===== src/rtl/systolic_bus_master.sv =====
// Host-to-peripheral sequencer: streams 48 operand bytes into the array, kicks it,
// waits for a done edge (or gives up), then streams the result bytes back to the host.
module systolic_bus_master #(
    parameter int TIMEOUT  = 1023,
    parameter int RD_BASE  = 48,
    parameter int RD_COUNT = 15
) (
    input  logic       clk,
    input  logic       rst_n,
    input  logic       cmd_start,
    input  logic [7:0] in_data,
    input  logic       in_valid,
    output logic       in_ready,
    output logic [7:0] out_data,
    output logic       out_valid,
    input  logic       out_ready,
    output logic       busy,
    output logic       error,
    output logic       xfer_done,
    output logic [5:0] bus_addr,
    output logic [7:0] bus_wdata,
    output logic       bus_write_en,
    output logic       bus_read_en,
    output logic       bus_start,
    input  logic [7:0] bus_rdata,
    input  logic       bus_ready,
    input  logic       bus_done
);
    localparam int              TW      = (TIMEOUT < 2) ? 1 : $clog2(TIMEOUT + 1);
    localparam logic [5:0]      LAST_WR = 6'd47;
    localparam logic [4:0]      LAST_RD = 5'(RD_COUNT - 1);
    localparam logic [TW-1:0]   TO_LAST = TW'(TIMEOUT - 1);
    localparam logic [5:0]      RD_ADDR = 6'(RD_BASE);

    typedef enum logic [2:0] {
        S_IDLE, S_LOAD, S_START, S_WAIT, S_READ, S_FIN
    } state_t;

    state_t        state;
    logic [5:0]    wr_idx;
    logic [4:0]    rd_idx;
    logic [TW-1:0] tmo_cnt;
    logic          done_q;

    // The peripheral handshake carries no backpressure this block needs to honour.
    logic unused_bus_ready;
    assign unused_bus_ready = bus_ready;

    always_ff @(posedge clk or negedge rst_n) begin
        if (!rst_n) begin
            state        <= S_IDLE;
            wr_idx       <= '0;
            rd_idx       <= '0;
            tmo_cnt      <= '0;
            done_q       <= 1'b0;
            in_ready     <= 1'b0;
            out_data     <= '0;
            out_valid    <= 1'b0;
            busy         <= 1'b0;
            error        <= 1'b0;
            xfer_done    <= 1'b0;
            bus_addr     <= '0;
            bus_wdata    <= '0;
            bus_write_en <= 1'b0;
            bus_read_en  <= 1'b0;
            bus_start    <= 1'b0;
        end else begin
            done_q       <= bus_done;
            // Strobes and bus fields are single-cycle; idle bus reads as all zero.
            bus_write_en <= 1'b0;
            bus_read_en  <= 1'b0;
            bus_start    <= 1'b0;
            bus_addr     <= '0;
            bus_wdata    <= '0;
            xfer_done    <= 1'b0;

            case (state)
                S_IDLE: begin
                    if (cmd_start) begin
                        state    <= S_LOAD;
                        busy     <= 1'b1;
                        error    <= 1'b0;
                        wr_idx   <= '0;
                        rd_idx   <= '0;
                        in_ready <= 1'b1;
                    end
                end

                S_LOAD: begin
                    if (in_valid && in_ready) begin
                        bus_write_en <= 1'b1;
                        bus_addr     <= wr_idx;
                        bus_wdata    <= in_data;
                        wr_idx       <= wr_idx + 6'd1;
                        if (wr_idx == LAST_WR) begin
                            in_ready <= 1'b0;
                            state    <= S_START;
                        end
                    end
                end

                // Entered while the final write strobe is on the bus, so the kick
                // lands one cycle later and never overlaps it.
                S_START: begin
                    bus_start <= 1'b1;
                    tmo_cnt   <= '0;
                    state     <= S_WAIT;
                end

                S_WAIT: begin
                    tmo_cnt <= tmo_cnt + TW'(1);
                    if (bus_done && !done_q) begin
                        rd_idx <= '0;
                        state  <= S_READ;
                    end else if (tmo_cnt == TO_LAST) begin
                        error     <= 1'b1;
                        xfer_done <= 1'b1;
                        state     <= S_FIN;
                    end
                end

                S_READ: begin
                    if (bus_read_en) begin
                        out_data  <= bus_rdata;
                        out_valid <= 1'b1;
                    end else if (out_valid) begin
                        // Issue the next fetch on the accept edge: one byte per two cycles.
                        if (out_ready) begin
                            out_valid <= 1'b0;
                            if (rd_idx == LAST_RD) begin
                                xfer_done <= 1'b1;
                                state     <= S_FIN;
                            end else begin
                                rd_idx      <= rd_idx + 5'd1;
                                bus_read_en <= 1'b1;
                                bus_addr    <= RD_ADDR + {1'b0, rd_idx + 5'd1};
                            end
                        end
                    end else begin
                        bus_read_en <= 1'b1;
                        bus_addr    <= RD_ADDR + {1'b0, rd_idx};
                    end
                end

                S_FIN: begin
                    busy  <= 1'b0;
                    state <= S_IDLE;
                end

                default: begin
                    busy     <= 1'b0;
                    in_ready <= 1'b0;
                    state    <= S_IDLE;
                end
            endcase
        end
    end

endmodule


===== config.mk =====
export PLATFORM = sky130hd
export DESIGN_NAME = systolic_bus_master
export DESIGN_NICKNAME = d
export VERILOG_FILES = /design/src/rtl/systolic_bus_master.sv
export SDC_FILE = /design/constraint.sdc
export NUM_CORES = 1
export LEC_CHECK = 0
export CAP_MARGIN = 20
export CORE_MARGIN = 8
export CORE_UTILIZATION = 30
export DETAILED_ROUTE_END_ITERATION = 8
export SLEW_MARGIN = 25
export SYNTH_ARGS = -nofsm -noshare
export SYNTH_HDL_FRONTEND = slang
export SYNTH_SLANG_ARGS = --single-unit

===== constraint.sdc =====
create_clock -name clk -period 1.8 [get_ports clk]
set_clock_uncertainty 0.05 [all_clocks]
set_input_delay 0.36 -clock clk [delete_from_list [all_inputs] [get_ports clk]]
set_output_delay 0.36 -clock clk [all_outputs]
set_load 0.01 [all_outputs]

# After elaboration in Yosys (flattened, before gate mapping)
# Index checks and enable logic that the tools add are counted.
# Widths: inputs -> output; s select.
[classes]
addsub = 5
eq_ne = 20
n_mux = 56
bitwise_logic = 2
reduce_logical = 17
[op_table]
columns = ["operator", "count"]
rows = [
  ["$mux 6", 7],
  ["$mux 5", 6],
  ["$mux 3", 9],
  ["$pmux 6 s2", 2],
  ["$mux 1", 23],
  ["$ne 2x2->1 const B", 11],
  ["$pmux 10 s2", 1],
  ["$mux 8", 2],
  ["$pmux 3 s5", 1],
  ["$pmux 5 s3", 1],
  ["$add 6x5->6 const A", 2],
  ["$add 10x1->10 const B", 1],
  ["$eq 10x10->1 const B", 1],
  ["$reduce_and 4->1", 2],
  ["$reduce_and 8->1", 1],
  ["$reduce_or 4->1", 2],
  ["$reduce_and 7->1", 1],
  ["$add 6x1->6 const B", 1],
  ["$eq 3x2->1 const B", 2],
  ["$eq 3x3->1 const B", 2],
  ["$eq 6x6->1 const B", 1],
  ["$pmux 1 s2", 3],
  ["$reduce_bool 2->1", 3],
  ["$add 5x1->5 const B", 1],
  ["other kinds (11)", 14],
]
[totals]
regBits = 55
in_bits = 23
out_inout_bits = 30
word_cells = 116

# Depth between registers and ports, before layout
[logic_depth]
depth_word = 7
depth_mapped = 8
mapped_depth_nobuf = 6

# Worst setup path before layout
# OpenSTA, ideal clock, no wires.
[synth_timing]
path_kind = "register to register"
from = "register state[2]"
to = "register busy"
setup_ns = 0.127
t_arrival_ns = 1.432
setup_slack_ns = 0.191
path_stages_with_launch = 9
n_path_buf = 2
cell_sequence = "dfrtp_1 > buf_4 > inv_1 > ha_1 > clkbuf_1 > nor3b_1 > o21ai_0 > a21boi_0 > o21ai_0"
[synth_via]
elab_chain_cells = 4
elab_cells_between_ends = 10
[synth_rtl]
columns = ["item", "line", "rtl"]
rows = [
  ["start, declared", "39", "state_t state;"],
  ["start signal, assigned", "51", "state <= S_IDLE;"],
  ["start signal, assigned", "80", "state <= S_LOAD;"],
  ["start signal, assigned", "97", "state <= S_START;"],
  ["$eq 3x3->1, or another cell as far along", "77", "case (state)"],
  ["$reduce_or 4->1 (no line)", "n/a", ""],
  ["$not 1->1 (no line)", "n/a", ""],
  ["$reduce_and 2->1 (no line)", "n/a", ""],
  ["end signal, assigned", "59", "busy <= 1'b0;"],
  ["end signal, assigned", "81", "busy <= 1'b1;"],
  ["end signal, assigned", "146", "busy <= 1'b0;"],
  ["end, declared", "17", "output logic busy,"],
]
# Several ways; a longest one is shown, not always the timed one.
# A chain may end at the register's enable or synchronous reset.

# Worst setup path in the final report
[layout_timing]
from = "register bus_read_en"
to = "output port bus_read_en"
[layout_lines]
columns = ["item", "line", "rtl"]
rows = [
  ["start, declared", "23", "output logic bus_read_en,"],
  ["start signal, assigned", "65", "bus_read_en <= 1'b0;"],
  ["start signal, assigned", "71", "bus_read_en <= 1'b0;"],
  ["start signal, assigned", "135", "bus_read_en <= 1'b1;"],
]
# No word-level cell between the ends.

==> metrics.txt <==
result of the run=completed; total power of the final layout=4.13 mW; number of antenna diodes=0; count of cell types in the netlist=52; clock period minus worst slack=1710 ps; final HPWL from detailed placement=4370 um; Startpoint Class=flip-flop; Row Count=34; cells taking the most area after synthesis=sky130_fd_sc_hd__dfrtp_1, sky130_fd_sc_hd__mux2_2, sky130_fd_sc_hd__o21ai_0; area of the multi-input gates=1170 um^2; async set-reset flop share out of synthesis=1.00; biggest area consumer among synthesized cells=sky130_fd_sc_hd__dfrtp_1; number of buffers and inverters on the critical path=1; vias post-DR=2020; die height=110 um; Peak Freq=583 MHz; remaining routing DRC violations=0; gp weighted congestion=0.832; peak per-stage delay on the critical path=560 ps; number of endpoints with negative hold slack in the final report=0; Die Wd=110 um; number of filler instances in the final layout=834; #FFs+latches synth=55; number of synthesis warnings=0; area after detailed placement=3400 um^2; maximum number of pins on one net before global-route repair=56; Top Family by Delay on Critical Path=buffers and inverters; count of final setup violators=0; arrival time worst endpoint=1300 ps; classification of the worst setup path=flip-flop to output port; number of vias per cell=4.83; number of maximum-capacitance violations=0; total core area=8590 um^2; number of iterations in the first detailed-routing pass=4; GR Overflow Total=0; # nets final=338; kind of end point of the critical path=output port; clock root buffer=sky130_fd_sc_hd__clkbuf_8; number of global-route vias before repair=2054; mapped cell area=2630 um^2; Layout Utilization=0.413; Ports=53; Post-Synthesis Net Count=264; mean instance size in the synthesized netlist=11.2 um^2; standby leakage power=1.56 nW; clock tree from TritonCTS=built; commonest cells in the synthesized netlist=sky130_fd_sc_hd__dfrtp_1, sky130_fd_sc_hd__o21ai_0, sky130_fd_sc_hd__nand2_1; H-Tree Depth=2; wire length of the first global-routing pass=9950 um; Final Cell Area=3550 um^2; post-placement cell count=407; FF-to-FF path depth=5; slowest library cell on the worst path=sky130_fd_sc_hd__clkdlybuf4s50_1; Hold Path Stages=1; total clock sinks=55; Hold Slack=466 ps; number of max-slew violations in the final report=0; worst min-delay path category=flip-flop to flip-flop; leading cell type by number of instances after synthesis=sky130_fd_sc_hd__dfrtp_1; routed length per placed instance=14.4 um; detailed-route wire length=6020 um; worst IR drop on VDD=0.461 mV; antenna violations before repair=0; die area=12000 um^2; CTS Buf Count=5; Final ANT Viol Nets=0; number of enable flip-flop cells after synthesis=0; main flop type after synthesis=sky130_fd_sc_hd__dfrtp_1; area overhead of the layout relative to synthesis=35.3%; area share of the largest cell type after synthesis=0.524; violation count after the first detailed-routing iteration=76; synthesized instance count=235; initial core utilization=0.305; Slew Limit Headroom=0.749; maximum number of buffers from clock root to sink=2; Tot GR Track Use=0.104; cell-by-cell listing of the critical path=clkdlybuf4s50_1; worst endpoint required time=1390 ps; register area share after synthesis=0.524; clock latency on the worst-skew pair=310 ps; number of port buffers=51; final worst path period share=0.953; largest fanout on the critical path=6; Power Dens Cells=1160 nW/um^2; clock slew seen by the registers of the worst setup and hold paths=100 ps; layout cell share with drive strength beyond 1=0.197; stages on the worst setup path=1; FF+latch area=1380 um^2; post-layout instance count excluding filler cells=418; transition time at the pin with the least slew margin=375 ps
[power by group]
part / total (mW) / leakage, nW / internal, mW / switching (mW)
clock network: 0.838 / 0.0581 / 0.415 / 0.422
registers: 1.64 / 0.731 / 1.47 / 0.169
logic: 1.65 / 0.772 / 0.872 / 0.783
total: 4.13 / 1.56 / 2.76 / 1.37
[routing by layer]
| metal | GRT usage | up-vias | part of all wire | wire, um |
|---|---|---|---|---|
| li1 | - | 994 | - | - |
| met1 | 0.136 | 975 | 0.46 | 2770 |
| met2 | 0.161 | 39 | 0.47 | 2800 |
| met3 | 0.0275 | 12 | 0.053 | 321 |
| met4 | 0.0415 | 0 | 0.020 | 121 |
| met5 | 0 | - | 0 | 0 |
[repair_timing]
action	4_1_cts	5_1_grt
endpoints found under the hold margin	53	0
resized for setup	2	4
buffers inserted	0	2
pin swaps	0	1
hold buffers	1	0
endpoints found under the setup margin	2	4
gates cloned	0	0
[cell usage in the layout, fill, tap and decap left out, drive strengths merged, types with 4 or more instances in the layout]
cell,synthesis,layout
nor2,13,13
inv,7,7
nand2,13,13
mux2,11,11
a22o,7,7
xnor2,7,7
and3,11,11
nand3,12,12
a21oi,7,7
clkbuf,3,5
xor2,4,4
nand4,5,5
dfrtp,55,55
buf,9,28
ha,6,6
o21ai,17,17
clkdlybuf4s50,0,50
nand3b,4,4
[cell type report]
| class | count | share of cell area |
|---|---|---|
| multi-input combinational | 161 | 0.328 |
| tap | 108 | 0.0381 |
| sequential | 55 | 0.389 |
| timing repair buffer | 79 | 0.206 |
| clock inverter | 3 | 0.0123 |
| inverter | 7 | 0.00740 |
| clock buffer | 5 | 0.0194 |
[stage by stage]
step                      TNS (ps)  worst slack (ps)
after global routing         -9.86             -9.86
after detailed placement      -235              -105
after floorplan                  0               191
after global placement        -197             -95.7
final                            0              85.4
after CTS                        0              2.73
[sequential cells by signal, summed over array words and instances, names as in the netlist]
register,count
done_q,1
bus_start,1
xfer_done,1
out_data,8
wr_idx,6
tmo_cnt,10
out_valid,1
bus_wdata,8
in_ready,1
bus_addr,6
state,3
busy,1
bus_write_en,1
rd_idx,5
error,1
bus_read_en,1
[final timing paths]
kind | startpoint | to | slack, ps
max reg2reg | state[0]$_DFFE_PN0P_ | out_data[3]$_DFFE_PN0P_ | 120
min reg2reg | out_data[6]$_DFFE_PN0P_ | out_data[6]$_DFFE_PN0P_ | 470
min in group asynchronous | rst_n | bus_start$_DFF_PN0_ | 520
min | out_data[6]$_DFFE_PN0P_ | out_data[6]$_DFFE_PN0P_ | 470
max | bus_read_en$_DFF_PN0_ | bus_read_en | 90
max in group asynchronous | rst_n | bus_read_en$_DFF_PN0_ | 930
[logic make-up (layout without fill, tap and decap cells)]
kind of cell	Yosys count	in the layout	share of synthesized area
AOI/OAI and AO/OA	53	53	0.150
buffers and inverters	19	94	0.0357
xor gates and xnor gates	11	11	0.0367
adders and majority gates	6	6	0.0286
muxes	11	11	0.0472
DFF	55	55	0.524
and+or+nand+nor	80	80	0.178
(Power assumes the default switching activity.)
==> variant 1, RTL diff (config.mk and constraints unchanged) <==
Set the parameter `TIMEOUT` to 511 (it was 1023).
--- a/src/rtl/systolic_bus_master.sv
+++ b/src/rtl/systolic_bus_master.sv
@@ -3,3 +3,3 @@
 module systolic_bus_master #(
-    parameter int TIMEOUT  = 1023,
+    parameter int TIMEOUT  = 511,
     parameter int RD_BASE  = 48,
Check against the original RTL: no difference found for any inputs over 10 cycles, from zero or initial values and one cycle with rst_n low; that may be too few to reach the edited logic, so the function may still have changed.
==> variant 1 against the unedited design <==
Clock power fell by 21%. Wire length fell by 3.1%. Critical path depth unchanged. Hold slack worse by 22 ps. First-iteration DRC count up 1.3%. Setup slack gained 3.3 ps. Critical endpoint unchanged. Sequential share of layout area rose by 0.43 points. Total power down 9.1%. Area after synthesis shrank 2.5%. Final area decreased by 2.9%. Via count shrank 2.8%. Global-route usage rose by 0.25 points. Sequential cell count down 1. Largest cell class unchanged.
==> variant 1: results (changes against the unedited design) <==
* Logic power comb at 1.51 mW (-8%)
* Switching portion of total power at 34.2% (+0.93 points)
* DR iter-0 viols at 77 (+1.3%)
* Mapped Nets at 259 (-1.9%)
* Seq pwr at 1.58 mW (-4%)
* Worst R2R Setup Slack at 100 ps (-20 ps)
* Synth top area cells: dfrtp_1 (53%), mux2_2 (4.4%), ha_1 (2.9%), and3_1 (2.7%), nand2_1 (2.5%)
* TritonRoute pass-1 iters at 4 (unchanged)
* WHS at 444 ps (-21.6 ps)
* Power Density at 1090 mW/mm² (-6.4%)
* Origin of the critical flop-to-flop path: wr_idx[0]$_DFFE_PN0P_
* Placed Cells at 400 (-1.7%)
* FMAX at 584 MHz (+0.19%)
* Status: finished, final reports clean
* Ys async rst share at 100% (unchanged)
* Post_cts resized at 1 (-1)
* Worst slew pin tran at 550 ps (+175 ps)
* Placer's final routability congestion estimate at 0.811 (-2.5%)
* Clk_lat worst skew at roughly 300 ps
* Sequential share of the synthesized area at 52.8% (+0.38 points)
* CP Max Fanout at 4 (-2)
* Final non-filler cell total at 409 (-2.2%)
* Vias in the first global route at 2016 (-1.9%)
* Regs by FF count: tmo_cnt x9, bus_wdata x8, out_data x8
* Cell variety after synth at 50 (-3.8%)
* Pre-CTS WS at -58.3 ps (+46.2 ps)
* Peak VDD IR at 0.000391 V (-15%)
* Fillers at 819 (-1.8%)
* Hold Startpoint: tmo_cnt[7]$_DFFE_PN0P_
* Hold EP: tmo_cnt[7]$_DFFE_PN0P_
* Dpl cell area at 0.00335 mm² (-1.5%)
* Largest net degree at the start of global routing at 21 (-63%)
* R2R Path End: in_ready$_DFFE_PN0P_
* HPWL after detailed placement at 4.55 mm (+4.3%)
* First-pass GRT wire length at 10.0 mm (+0.69%)
* Layout cells sized above 1 at 17.8% (-1.9 points)
* Nets at 332 (-1.8%)
==> variant 1: kinds of logic (layout without fill, tap and decap cells) <==
| group | after synthesis | after routing | share of synthesized area [%] |
|---|---|---|---|
| xor+xnor | 12 | 12 | 4.11 |
| buf+inv | 18 | 92 | 3.47 |
| fa+ha+maj | 6 | 6 | 2.93 |
| mux | 13 | 13 | 5.97 |
| flops | 54 | 54 | 52.8 |
| simple gates | 83 | 83 | 18.2 |
| compound gates | 44 | 44 | 12.5 |
==> variant 1: metal layers <==
layer	GRT usage [%]	wire [µm]
met4	2.93	64
met1	13.6	2670
met5	0	0
met3	3.03	308
met2	17.4	2790
==> variant 1: final cells by class <==
cell class	instances	area (µm²)	share of cell area [%]
Multi-Input combinational cell	158	1120	32.5
Clock buffer	6	72.6	2.10
Tap cell	105	131	3.81
Clock inverter	2	13.8	0.399
Sequential cell	54	1360	39.3
Timing Repair Buffer	77	728	21.1
Inverter	7	26.3	0.762
==> variant 2, RTL diff (same flow settings) <==
Without the edit above. Register the output `error` once more, with the module's reset; this adds one clock of latency there. The other outputs are not delayed to match.
--- a/src/rtl/systolic_bus_master.sv
+++ b/src/rtl/systolic_bus_master.sv
@@ -38,2 +38,4 @@
 
+    logic error_s0;
+
     state_t        state;
@@ -59,3 +61,3 @@
             busy         <= 1'b0;
-            error        <= 1'b0;
+            error_s0     <= 1'b0;
             xfer_done    <= 1'b0;
@@ -81,3 +83,3 @@
                         busy     <= 1'b1;
-                        error    <= 1'b0;
+                        error_s0 <= 1'b0;
                         wr_idx   <= '0;
@@ -115,3 +117,3 @@
                     end else if (tmo_cnt == TO_LAST) begin
-                        error     <= 1'b1;
+                        error_s0  <= 1'b1;
                         xfer_done <= 1'b1;
@@ -158,2 +160,10 @@
 
+    always_ff @(posedge clk or negedge rst_n) begin
+        if (!rst_n) begin
+            error <= '0;
+        end else begin
+            error <= error_s0;
+        end
+    end
+
 endmodule
Behaviour: no difference found for any inputs over 10 cycles, from zero or initial values and one cycle with rst_n low; that may be too few to reach the edited logic, so the function may still have changed.
==> variant 2 against the unedited design <==
Synthesized cell count grew 6.4%. Setup slack got worse by 8.2 ps. Critical path depth is the same. Sequential cell count up 1. Final area fell by 1.9%. Wire length is 2.7% lower. Area after synthesis fell by 0.14%. Global-route usage shrank 0.095 points.
Power is not compared: it rests on default switching activity, and its combinational part moved more than twofold at a synthesized area within 25%.
==> variant 2: results (changes against the unedited design) <==
* Nets at 347 (+2.7%)
* CP Max Fanout at 5 (-1)
* Dpl cell area at 0.00338 mm² (-0.52%)
* First-pass GRT wire length at 10.0 mm (+0.62%)
* Largest net degree at the start of global routing at 57 (+1.8%)
* Hold Startpoint: error_s0$_DFFE_PN0P_
* HPWL after detailed placement at 4.39 mm (+0.66%)
* Sequential share of the synthesized area at 53.5% (+1.0 points)
* Via density at 4.91 (+1.6%)
* Status: finished, final reports clean
* Layout cells sized above 1 at 10.7% (-9.0 points)
* Commonest cells post-synth: dfrtp_1 (56), nand2_1 (30), and3_1 (13)
* Total GRT Usage at 10.3% (-0.095 points)
* Post-Synthesis Cells at 250 (+6.4%)
* Mapped Nets at 278 (+5.3%)
* Synth top area cells: dfrtp_1 (53%), nand2_1 (4.3%), mux2_1 (3.9%), and3_1 (3.1%), ha_1 (2.4%)
* Worst R2R Setup Slack at 140 ps (+20 ps)
* Hold EP: error$_DFF_PN0_
* Fillers at 868 (+4.1%)
* R2R Path End: bus_addr[4]$_DFF_PN0_
* Cell variety after synth at 46 (-12%)
* WHS at 331 ps (-135 ps)
* Placed Cells at 419 (+2.9%)
* Root Driver: clkbuf_8
* Origin of the critical flop-to-flop path: rd_idx[1]$_DFFE_PN0P_
* Hold depth at 0 (-1)
* Crit-path max cell delay at 570 ps
* Final wirelength at 5.86 mm (-2.7%)
* Via count at 2096 (+3.8%)
* # diodes at 0 (unchanged)
* Max_slew headroom at 78.5% (+3.6 points)
* DR iter-0 viols at 120 (+58%)
variant 2: changes by cell type in the layout (fill, tap and decap cells not counted), sizes merged, moves of 3 or more:
cell / unedited run / this run
a22o: 7 / 4
buf: 28 / 23
mux2i: 0 / 6
nand2: 13 / 30
nand3b: 4 / 1
nor3: 3 / 6
xnor2: 7 / 2
variant 2: layout make-up:
| type | count | share of cell area, % |
|---|---|---|
| clock buffers | 6 | 2.37 |
| clock inverters | 1 | 0.251 |
| inverters | 9 | 0.970 |
| multi-input cells | 173 | 32.4 |
| flip-flops and latches | 56 | 40.3 |
| well taps | 108 | 3.88 |
| repair buffers | 74 | 19.9 |
variant 2: cell families (layout without fill, tap and decap cells):
| logic type | count (synthesis) | count (layout) | share of synthesized area, % |
|---|---|---|---|
| AOI/OAI and AO/OA | 49 | 49 | 12.9 |
| xor gates and xnor gates | 7 | 7 | 2.34 |
| adders and majority gates | 5 | 5 | 2.39 |
| buffers and inverters | 21 | 90 | 3.53 |
| DFF | 56 | 56 | 53.5 |
| muxes | 15 | 15 | 6.16 |
| and+or+nand+nor | 97 | 97 | 19.2 |
variant 2: through the flow:
step / setup slack [ps] / setup TNS [ps] / util, %
5_1_grt: 22.9 / 0 / 40.5
3_3_place_gp: -102 / -107 / 39.3
2_1_floorplan: 86.5 / 0 / -
3_5_place_dp: -126 / -179 / 39.3
4_1_cts: 24.4 / 0 / 40.5
6_report: 77.3 / 0 / 40.5
variant 2: how the worst max path moves through the flow:
| stage | startpoint | endpoint | slack (ps) |
|---|---|---|---|
| 5_1_grt | in_ready$_DFFE_PN0P_ | in_ready | 20 |
| 3_3_place_gp | bus_done | rd_idx[1]$_DFFE_PN0P_ | -100 |
| 3_5_place_dp | bus_done | rd_idx[1]$_DFFE_PN0P_ | -130 |
| 4_1_cts | bus_read_en$_DFF_PN0_ | bus_read_en | 20 |
| 6_report | in_ready$_DFFE_PN0P_ | in_ready | 80 |
| 2_1_floorplan | rd_idx[0]$_DFFE_PN0P_ | rd_idx[1]$_DFFE_PN0P_ | 90 |
variant 2: power breakdown:
| part | internal [mW] | switching, mW |
|---|---|---|
| Clock | 0.308 | 0.405 |
| Sequential | 1.35 | 0.0768 |
| Combinational | 0.257 | 0.234 |
| Total | 1.91 | 0.716 |
variant 2: routing by layer:
| layer | part of all wire (%) | global-route usage (%) | up-vias |
|---|---|---|---|
| met3 | 7.2 | 3.34 | 7 |
| met2 | 47 | 16.8 | 46 |
| met5 | 0 | 0 | - |
| met1 | 45 | 12.7 | 1018 |
| li1 | - | - | 1025 |
| met4 | 1.3 | 3.28 | 0 |
variant 2: repair_timing:
| item | CTS | global route |
|---|---|---|
| hold buffers | 1 | 0 |
| gates resized for setup | 0 | 1 |
| endpoints found under the setup margin | 0 | 1 |
| endpoints found under the hold margin | 16 | 0 |
